`config.mk`:
```
export PLATFORM = sky130hd
export DESIGN_NAME = rtc_alarm_clock
export DESIGN_NICKNAME = d
export VERILOG_FILES = /design/src/rtl/rtc_pkg.sv /design/src/rtl/rtc_mod_counter.sv /design/src/rtl/rtc_alarm_clock.sv
export SDC_FILE = /design/constraint.sdc
export NUM_CORES = 1
export LEC_CHECK = 0
export ABC_AREA = 1
export BUFFER_PORTS_ARGS = -buffer_cell sky130_fd_sc_hd__buf_2
export CAP_MARGIN = 20
export CORE_MARGIN = 2
export CORE_UTILIZATION = 59
export CTS_BUF_LIST = sky130_fd_sc_hd__clkbuf_8
export DETAILED_ROUTE_END_ITERATION = 10
export HOLD_SLACK_MARGIN = 0.02
export PLACE_DENSITY = 0.91
export SYNTH_ARGS = -nofsm -noshare
export SYNTH_HDL_FRONTEND = slang
export SYNTH_SLANG_ARGS = --single-unit
```
`constraint.sdc`:
```
create_clock -name clk -period 2.45 [get_ports clk]
set_input_delay 0 -clock clk [delete_from_list [all_inputs] [get_ports clk]]
set_output_delay 0 -clock clk [all_outputs]
set_load 0.01 [all_outputs]
```
`src/rtl/rtc_pkg.sv`:
```
// Shared constants for the alarm clock: set-mode encodings and field limits.
// Latency: n/a (constants and pure helper functions only).
// Backpressure: n/a.
package rtc_pkg;

   // Set-mode FSM encodings, also visible on the mode output
   localparam logic [2:0] MODE_RUN         = 3'd0;
   localparam logic [2:0] MODE_SET_SEC     = 3'd1;
   localparam logic [2:0] MODE_SET_MIN     = 3'd2;
   localparam logic [2:0] MODE_SET_HOUR    = 3'd3;
   localparam logic [2:0] MODE_SET_AL_MIN  = 3'd4;
   localparam logic [2:0] MODE_SET_AL_HOUR = 3'd5;

   localparam int SEC_MAX  = 59;
   localparam int MIN_MAX  = 59;
   localparam int HOUR_MAX = 23;

   // Successor state on a set_time event; SET_AL_HOUR wraps back to RUN
   function automatic logic [2:0] next_mode(input logic [2:0] m);
      return (m == MODE_SET_AL_HOUR) ? MODE_RUN : m + 3'd1;
   endfunction

   // Time keeps running everywhere except while the time fields are being edited
   function automatic logic time_runs(input logic [2:0] m);
      return !((m == MODE_SET_SEC) || (m == MODE_SET_MIN) || (m == MODE_SET_HOUR));
   endfunction

endpackage

```
`src/rtl/rtc_mod_counter.sv`:
```
// Modulo-(MAX+1) counter: i_en counts with carry-out, i_inc bumps without carry.
// Latency: value updates on the clock edge after i_en/i_inc; carry is combinational.
// Backpressure: none; every enable or inc pulse is consumed.
module rtc_mod_counter
   import rtc_pkg::*;
#(
   parameter int MAX = 59,
   parameter int W   = 6
) (
   input  logic         clk,
   input  logic         reset,
   input  logic         i_en,
   input  logic         i_inc,
   output logic [W-1:0] o_val,
   output logic         o_carry
);

   logic [W-1:0] r_val;
   logic         w_wrap;

   assign w_wrap  = (r_val == W'(MAX));
   // carry only propagates for real time advance, never for a manual inc
   assign o_carry = i_en & w_wrap;
   assign o_val   = r_val;

   // wrap to zero past MAX, otherwise count up on either enable
   always_ff @(posedge clk) begin
      if (reset)
         r_val <= '0;
      else if (i_en || i_inc)
         r_val <= w_wrap ? '0 : r_val + W'(1);
   end

endmodule

```
`src/rtl/rtc_alarm_clock.sv`:
```
// Real-time clock with set-mode FSM, alarm compare and bounded alarm duration.
// Latency: fields, mode and alarm are registered (1 cycle); sec_tick is combinational.
// Backpressure: none; level inputs are edge-detected and each edge acts once.
module rtc_alarm_clock
   import rtc_pkg::*;
#(
   parameter int TICK_DIV  = 1,
   parameter int ALARM_LEN = 60
) (
   input  logic       clk,
   input  logic       reset,
   input  logic       i_set_time,
   input  logic       i_inc,
   input  logic       i_alarm_en,
   input  logic       i_alarm_ack,
   output logic [4:0] o_hour,
   output logic [5:0] o_minute,
   output logic [5:0] o_second,
   output logic [4:0] o_alarm_hour,
   output logic [5:0] o_alarm_minute,
   output logic       o_alarm,
   output logic [2:0] o_mode,
   output logic       o_sec_tick
);

   localparam int            PW     = (TICK_DIV > 1) ? $clog2(TICK_DIV) : 1;
   localparam logic [PW-1:0] P_LAST = PW'(TICK_DIV - 1);
   localparam int            AW     = $clog2(ALARM_LEN + 1);
   localparam logic [AW-1:0] A_LOAD = AW'(ALARM_LEN);

   logic          r_set_d, r_inc_d, r_ack_d;
   logic [2:0]    r_mode;
   logic [PW-1:0] r_presc;
   logic          r_alarm;
   logic [AW-1:0] r_acnt;

   logic       w_set_ev, w_inc_ev, w_ack_ev, w_run, w_tick;
   logic       w_inc_sec, w_inc_min, w_inc_hour, w_inc_almin, w_inc_alhour;
   logic       w_sec_carry, w_min_carry;
   logic       w_unused_hour_carry, w_unused_almin_carry, w_unused_alhour_carry;
   logic [5:0] w_min_nxt;
   logic [4:0] w_hour_nxt;
   logic       w_trig;

   assign w_set_ev = i_set_time  & ~r_set_d;
   assign w_inc_ev = i_inc       & ~r_inc_d;
   assign w_ack_ev = i_alarm_ack & ~r_ack_d;

   assign w_run  = time_runs(r_mode);
   // gated by reset so the pulse is quiet while held in reset even with TICK_DIV=1
   assign w_tick = w_run & (r_presc == P_LAST) & ~reset;

   assign w_inc_sec    = w_inc_ev & (r_mode == MODE_SET_SEC);
   assign w_inc_min    = w_inc_ev & (r_mode == MODE_SET_MIN);
   assign w_inc_hour   = w_inc_ev & (r_mode == MODE_SET_HOUR);
   assign w_inc_almin  = w_inc_ev & (r_mode == MODE_SET_AL_MIN);
   assign w_inc_alhour = w_inc_ev & (r_mode == MODE_SET_AL_HOUR);

   // hour:minute as they will read after this edge, for the alarm compare
   assign w_min_nxt  = (o_minute == 6'(MIN_MAX)) ? 6'd0 : o_minute + 6'd1;
   assign w_hour_nxt = w_min_carry ? ((o_hour == 5'(HOUR_MAX)) ? 5'd0 : o_hour + 5'd1) : o_hour;
   assign w_trig     = i_alarm_en & w_sec_carry &
                       (w_min_nxt == o_alarm_minute) & (w_hour_nxt == o_alarm_hour);

   // previous-cycle samples for edge detection
   always_ff @(posedge clk) begin
      if (reset) begin
         r_set_d <= 1'b0;
         r_inc_d <= 1'b0;
         r_ack_d <= 1'b0;
      end else begin
         r_set_d <= i_set_time;
         r_inc_d <= i_inc;
         r_ack_d <= i_alarm_ack;
      end
   end

   // set-mode FSM steps once per set_time edge
   always_ff @(posedge clk) begin
      if (reset)
         r_mode <= MODE_RUN;
      else if (w_set_ev)
         r_mode <= next_mode(r_mode);
   end

   // prescaler; a seconds inc restarts the second from its beginning
   always_ff @(posedge clk) begin
      if (reset)
         r_presc <= '0;
      else if (w_inc_sec)
         r_presc <= '0;
      else if (w_run)
         r_presc <= (r_presc == P_LAST) ? '0 : r_presc + PW'(1);
   end

   // alarm latch with duration countdown; a fresh trigger outranks any clear
   always_ff @(posedge clk) begin
      if (reset) begin
         r_alarm <= 1'b0;
         r_acnt  <= '0;
      end else if (w_trig) begin
         r_alarm <= 1'b1;
         r_acnt  <= A_LOAD;
      end else if (r_alarm) begin
         if (w_ack_ev || !i_alarm_en) begin
            r_alarm <= 1'b0;
            r_acnt  <= '0;
         end else if (w_tick) begin
            if (r_acnt == AW'(1)) begin
               r_alarm <= 1'b0;
               r_acnt  <= '0;
            end else begin
               r_acnt <= r_acnt - AW'(1);
            end
         end
      end
   end

   rtc_mod_counter #(.MAX(SEC_MAX), .W(6)) u_sec (
      .clk(clk), .reset(reset), .i_en(w_tick), .i_inc(w_inc_sec),
      .o_val(o_second), .o_carry(w_sec_carry));

   rtc_mod_counter #(.MAX(MIN_MAX), .W(6)) u_min (
      .clk(clk), .reset(reset), .i_en(w_sec_carry), .i_inc(w_inc_min),
      .o_val(o_minute), .o_carry(w_min_carry));

   rtc_mod_counter #(.MAX(HOUR_MAX), .W(5)) u_hour (
      .clk(clk), .reset(reset), .i_en(w_min_carry), .i_inc(w_inc_hour),
      .o_val(o_hour), .o_carry(w_unused_hour_carry));

   rtc_mod_counter #(.MAX(MIN_MAX), .W(6)) u_al_min (
      .clk(clk), .reset(reset), .i_en(1'b0), .i_inc(w_inc_almin),
      .o_val(o_alarm_minute), .o_carry(w_unused_almin_carry));

   rtc_mod_counter #(.MAX(HOUR_MAX), .W(5)) u_al_hour (
      .clk(clk), .reset(reset), .i_en(1'b0), .i_inc(w_inc_alhour),
      .o_val(o_alarm_hour), .o_carry(w_unused_alhour_carry));

   assign o_mode     = r_mode;
   assign o_alarm    = r_alarm;
   assign o_sec_tick = w_tick;

endmodule

```
==> flow_summary_export.csv, run 1 <==
group,metric,value,unit
outcome,status,"finished clean",
power_and_ir_drop,powerDensity,448,mW/mm²
routing,via_per_inst,5.45,
synthesis,ys_warn_count,0,
layout,fin_cells,471,
synthesis,ys_ff_latch,41,
synthesis,synth-main-ff-cell,"dfxtp_1",
clock_tree,cts-root-buf,"clkbuf_8",
global_route,grt_max_degree,21,
sta,hold_ws,0.0457,ns
routing,drc_errors,0,
sta,tightest_slew,0.585,ns
worst_setup_path,cp-end-kind,"flip-flop",
global_route,grt_usage,0.259,
synthesis,syn-num-nets,391,
global_route,overflow,0,
layout,final_net_count,435,
worst_setup_path,path_class,"flip-flop to flip-flop",
sta,fmaxAchievable,458,MHz
routing,num_vias,2569,
worst_setup_path,cp_data_arrival_time,2.34,ns
layout,n_antenna_cell,0,
sta,max_slew_margin,0.606,
worst_setup_path,crit_fanout,7,
global_route,antenna_found_initial,0,
global_route,busiest_layer,"met2",
sta,finalSetupTns,0,ns
die,die-height,69.0,µm
die,fp.dieW,69.0,µm
die,die_area,0.00476,mm²
synthesis,netlist-cell-type-count,37,
global_route,gr-usage-met3,0.0503,
worst_setup_path,cp_slowest_cell,"o21ai_0",
job,drv_cap,0,
power_and_ir_drop,power.leakage,1.35,nW
die,io_pins,39,
routing,drt.antenna.violating_nets,0,
layout,layout-drive-gt1-share,0.159,
synthesis,syn_inst,377,
worst_setup_path,start_kind,"flip-flop",
hold_path,min_path_type,"primary input to flip-flop",
routing,firstDrtPassIters,5,
clock_tree,clk_path_buf_depth,2,
sta,fin_crit,2.18,ns
sta,finalSetupViolations,0,
layout,fillers,357,
routing,first_iter_violations,121,
synthesis,synth_edf_count,0,
layout,final_util,0.706,
placement,hpwl,4.41,mm
power_and_ir_drop,total_power,1.27,mW
worst_setup_path,cp_slowest_stage_delay,0.49,ns
synthesis,synthArstFlopShare,0,
global_route,grt_pass1_wl,9.34,mm
sta,slew_viol_final,0,
clock_tree,clk_pin_slew_worst_paths,0.07,ns
synthesis,syn_avg_cell_area,6.61,µm²
global_route,grt_use_met1,0.310,
clock_tree,cts_tree,"done",
global_route,grt_pass1_vias,2271,
synthesis,synth.yosys.seq_area_share,0.329,
clock_tree,cts_buffers,5,
placement,io_buffers,38,
clock_tree,cts.sinks,41,
placement,dp_cells,461,
worst_setup_path,crit_chain,"nand2_1 -> inv_1 -> ha_1 -> nor2_1 -> nand3_2 -> nand2_1 -> inv_1 -> o21ai_0 -> nor3b_1",
placement,gp_congestion,0.915,
sta,fin_crit_sh,0.891,
worst_setup_path,required,2.61,ns
routing,wirelength,5.83,mm
power_and_ir_drop,vdd_drop_max,0.391,mV
sta,skew,0.00399,ns
die,num_rows,23,
synthesis,syn_area,0.00249,mm²
die,core_area,0.00403,mm²
layout,area_growth,14.2,%
sta,rsz0062_at_grt,"no",
sta,hold_viol,0,
die,start_util,0.619,
clock_tree,cts_htree_levels,2,
clock_tree,clock_latency,0.30,ns
global_route,met2_usage,0.456,
routing,wl_per_cell,12.4,µm
critical path, delay by kind of cell, from the launching register on:
family	cells	cell delay, ns
and+or+nand+nor	5	0.84
AOI/OAI and AO/OA	1	0.49
DFF	1	0.39
adders and majority gates	1	0.18
buffers and inverters	2	0.14
registers in the layout, summed over array words and instances (netlist names):
name and cells:
u_min.o_val 6, u_sec.o_val 6, r_acnt 6, u_al_min.o_val 6
r_set_d 1, r_inc_d 1, o_alarm 1, r_ack_d 1
o_mode 3, u_hour.o_val 5, u_al_hour.o_val 5
Yosys cell counts, types with 4 or more instances:
cell type / n / share of area
nor3_1: 7 / 0.014
o21ai_0: 24 / 0.048
xor2_1: 4 / 0.014
nand2_1: 83 / 0.13
nand3_1: 33 / 0.066
inv_2: 7 / 0.011
inv_1: 54 / 0.081
dfxtp_1: 41 / 0.33
nand4_1: 9 / 0.023
ha_1: 8 / 0.040
nor2_1: 43 / 0.065
a21oi_1: 28 / 0.056
layout by cell type, fill, tap and decap left out, types with 2 or more instances in the layout:
cell type	count
nor3b_1	3
nand3_2	3
nand3_1	33
nor2_1	43
xor2_1	4
nand2_1	83
buf_2	38
nand3_4	2
dlygate4sd3_1	3
clkbuf_8	6
o21ai_0	24
nand2_2	2
ha_1	8
nand4_1	9
o21a_1	2
a21oi_1	28
nor2_4	3
inv_1	55
dfxtp_1	41
inv_2	7
nor3_1	7
worst paths after layout:
kind | start | end | cells after the start | slack [ns]
setup reg to reg | o_mode[1] | u_sec.o_val[4] | 9 | 0.27
hold reg to reg | u_sec.o_val[0] | u_sec.o_val[0] | 2 | 0.52
setup / recovery | o_mode[1] | u_sec.o_val[4] | 9 | 0.27
hold / removal | reset | r_inc_d | 2 | 0.05
cell type report:
cell class                 count  area [µm²]  area share
clock inverter                 1        3.75     0.00132
sequential                    41         821       0.288
inverter                      61         229      0.0805
clock buffer                   6        82.6      0.0290
multi-input combinational    271        1430       0.501
timing repair buffer          41         220      0.0774
tap                           50        62.6      0.0220
logic make-up after synthesis:
| group | Yosys count | synth area share |
|---|---|---|
| compound gates | 60 | 0.127 |
| flops | 41 | 0.329 |
| buf+inv | 65 | 0.0984 |
| xor+xnor | 5 | 0.0176 |
| simple gates | 198 | 0.388 |
| fa+ha+maj | 8 | 0.0402 |
through the flow:
step                      instance area [µm²]  worst slack, ns
after floorplan                          2490            0.503
after CTS                                2850            0.273
after global placement                   2730            0.346
after global routing                     2850           0.0876
final                                    2850            0.266
after detailed placement                 2730            0.284
power breakdown:
| part | internal, mW | total [mW] | switching [mW] |
|---|---|---|---|
| Clock | 0.220 | 0.450 | 0.230 |
| Combinational | 0.0464 | 0.126 | 0.0801 |
| Sequential | 0.681 | 0.698 | 0.0175 |
repair_timing:
item | CTS | global route
setup buffers | 0 | 0
endpoints found under the setup margin | 0 | 0
hold buffers | 3 | 0
endpoints found under the hold margin | 3 | 0
resized for setup | 0 | 0
layer usage:
| metal | vias to the layer above | part of all wire |
|---|---|---|
| met3 | 9 | 0.061 |
| met2 | 85 | 0.48 |
| met5 | - | 0 |
| met4 | 0 | 0.013 |
| li1 | 1315 | - |
| met1 | 1160 | 0.44 |
Power figures use the tool's default switching activity.
==> run 2: changes to the inputs <==
Settings changed: CTS_CLUSTER_DIAMETER from default to 40, MAX_ROUTING_LAYER from default to met4.
==> flow_summary_export.csv, run 2 (synthesis results as in run 1) <==
group,metric,value,unit
worst_setup_path,cp_data_arrival_time,2.34,ns
hold_path,hold_depth,2,
clock_tree,clock_latency,0.30,ns
clock_tree,cts-root-buf,"clkbuf_8",
global_route,antenna_found_initial,0,
worst_setup_path,r2r_start,"o_mode[1]",
layout,layout-drive-gt1-share,0.159,
die,num_rows,23,
die,start_util,0.619,
worst_setup_path,start_kind,"flip-flop",
sta,fin_ws,0.267,ns
die,die-height,69.0,µm
power_and_ir_drop,powerDensity,448,mW/mm²
layout,final_net_count,435,
routing,drt.antenna.violating_nets,0,
layout,fillers,357,
routing,wirelength,5.80,mm
clock_tree,cts_tree,"done",
sta,rsz0062_at_grt,"no",
global_route,grt_usage,0.266,
sta,finalSetupTns,0,ns
global_route,overflow,0,
routing,drc_errors,0,
worst_setup_path,cp-end-kind,"flip-flop",
routing,firstDrtPassIters,7,
clock_tree,cts.sinks,41,
placement,place_ws,0.284,ns
worst_setup_path,r2r_end,"u_sec.o_val[4]",
global_route,grt_max_degree,21,
die,io_pins,39,
power_and_ir_drop,vdd_drop_max,0.391,mV
worst_setup_path,required,2.61,ns
global_route,grt_pass1_wl,9.34,mm
sta,slew_viol_final,0,
sta,max_slew_margin,0.607,
placement,gp_congestion,0.931,
sta,fin_crit,2.18,ns
clock_tree,clk_path_buf_depth,2,
worst_setup_path,reg2reg_depth,9,
die,fp.dieW,69.0,µm
die,die_area,0.00476,mm²
layout,area_growth,14.2,%
die,core_area,0.00403,mm²
routing,wl_per_cell,12.3,µm
layout,mostFrequentLayoutCells,"nand2_1, inv_1, nor2_1, dfxtp_1, buf_2",
clock_tree,cts-resized-gates,0,
hold_path,hp-start,"reset",
job,drv_cap,0,
sta,fmaxAchievable,458,MHz
layout,final_common_cell,"nand2_1",
hold_path,min_to,"r_inc_d",
sta,hold_viol,0,
worst_setup_path,r2r_slack,0.27,ns
sta,tightest_slew,0.584,ns
sta,fin_crit_sh,0.891,
routing,first_iter_violations,126,
layout,n_antenna_cell,0,
placement,io_buffers,38,
power_and_ir_drop,power.leakage,1.35,nW
worst_setup_path,crit_fanout,7,
clock_tree,cts_buffers,5,
sta,skew,0.00401,ns
global_route,grt_pass1_vias,2272,
routing,via_per_inst,5.45,
hold_path,min_path_type,"primary input to flip-flop",
sta,finalSetupViolations,0,
outcome,status,"finished clean",
placement,hpwl,4.41,mm
clock_tree,cts_htree_levels,2,
clock_tree,clk_pin_slew_worst_paths,0.07,ns
routing,num_vias,2565,
worst_setup_path,path_class,"flip-flop to flip-flop",
==> run 2: worst max path at each step <==
stage	to	start	slack, ns	cells past startpoint
floorplan	r_acnt[1]	o_mode[2]	0.50	14
global placement	u_sec.o_val[5]	o_mode[1]	0.35	9
detailed placement	u_sec.o_val[4]	o_mode[1]	0.28	9
CTS	u_sec.o_val[4]	o_mode[1]	0.27	9
global route	u_sec.o_val[4]	o_mode[0]	0.09	9
finish	u_sec.o_val[4]	o_mode[1]	0.27	9
==> run 2: per-stage QoR <==
step	cell area (µm²)	hold WS [ns]	cells	util	total power [mW]
after floorplan	2490	0.0785	377	-	0.798
after detailed placement	2730	0.225	461	0.677	0.836
after CTS	2850	0.0442	471	0.706	1.28
after global placement	2730	0.216	461	0.677	0.830
final	2850	0.0459	471	0.706	1.27
after global routing	2850	0.0635	471	0.706	1.31
==> run 2: repair_timing <==
item                                    in CTS  in global routing
hold buffers                                 3                  0
setup buffers                                0                  0
endpoints found under the hold margin        3                  0
endpoints found under the setup margin       0                  0
==> run 2: worst max-delay path, stage by stage, from the launching register on <==
cell	delay, ns
dfxtp_1	0.39
nand2_1	0.09
inv_1	0.04
ha_1	0.18
nor2_1	0.26
nand3_2	0.17
nand2_1	0.20
inv_1	0.10
o21ai_0	0.49
nor3b_1	0.12
==> run 2: metal layers <==
layer  track usage  up-vias  part of all wire
met5             -        -                 0
met4         0.100        0             0.013
met3        0.0438        9             0.061
met2         0.456       83              0.49
met1         0.313     1158              0.44
li1              -     1315                 -
==> run 2: power breakdown <==
part           internal (mW)  switching, mW
logic                 0.0464         0.0800
clock network          0.220          0.230
registers              0.681         0.0175
==> run 2: final cells by class <==
cell class / count / area [µm²] / share of cell area
clock buffers: 6 / 82.6 / 0.0290
clock inverters: 1 / 3.75 / 0.00132
inverters: 61 / 229 / 0.0805
multi-input cells: 271 / 1430 / 0.501
flip-flops and latches: 41 / 821 / 0.288
well taps: 50 / 62.6 / 0.0220
repair buffers: 41 / 220 / 0.0774
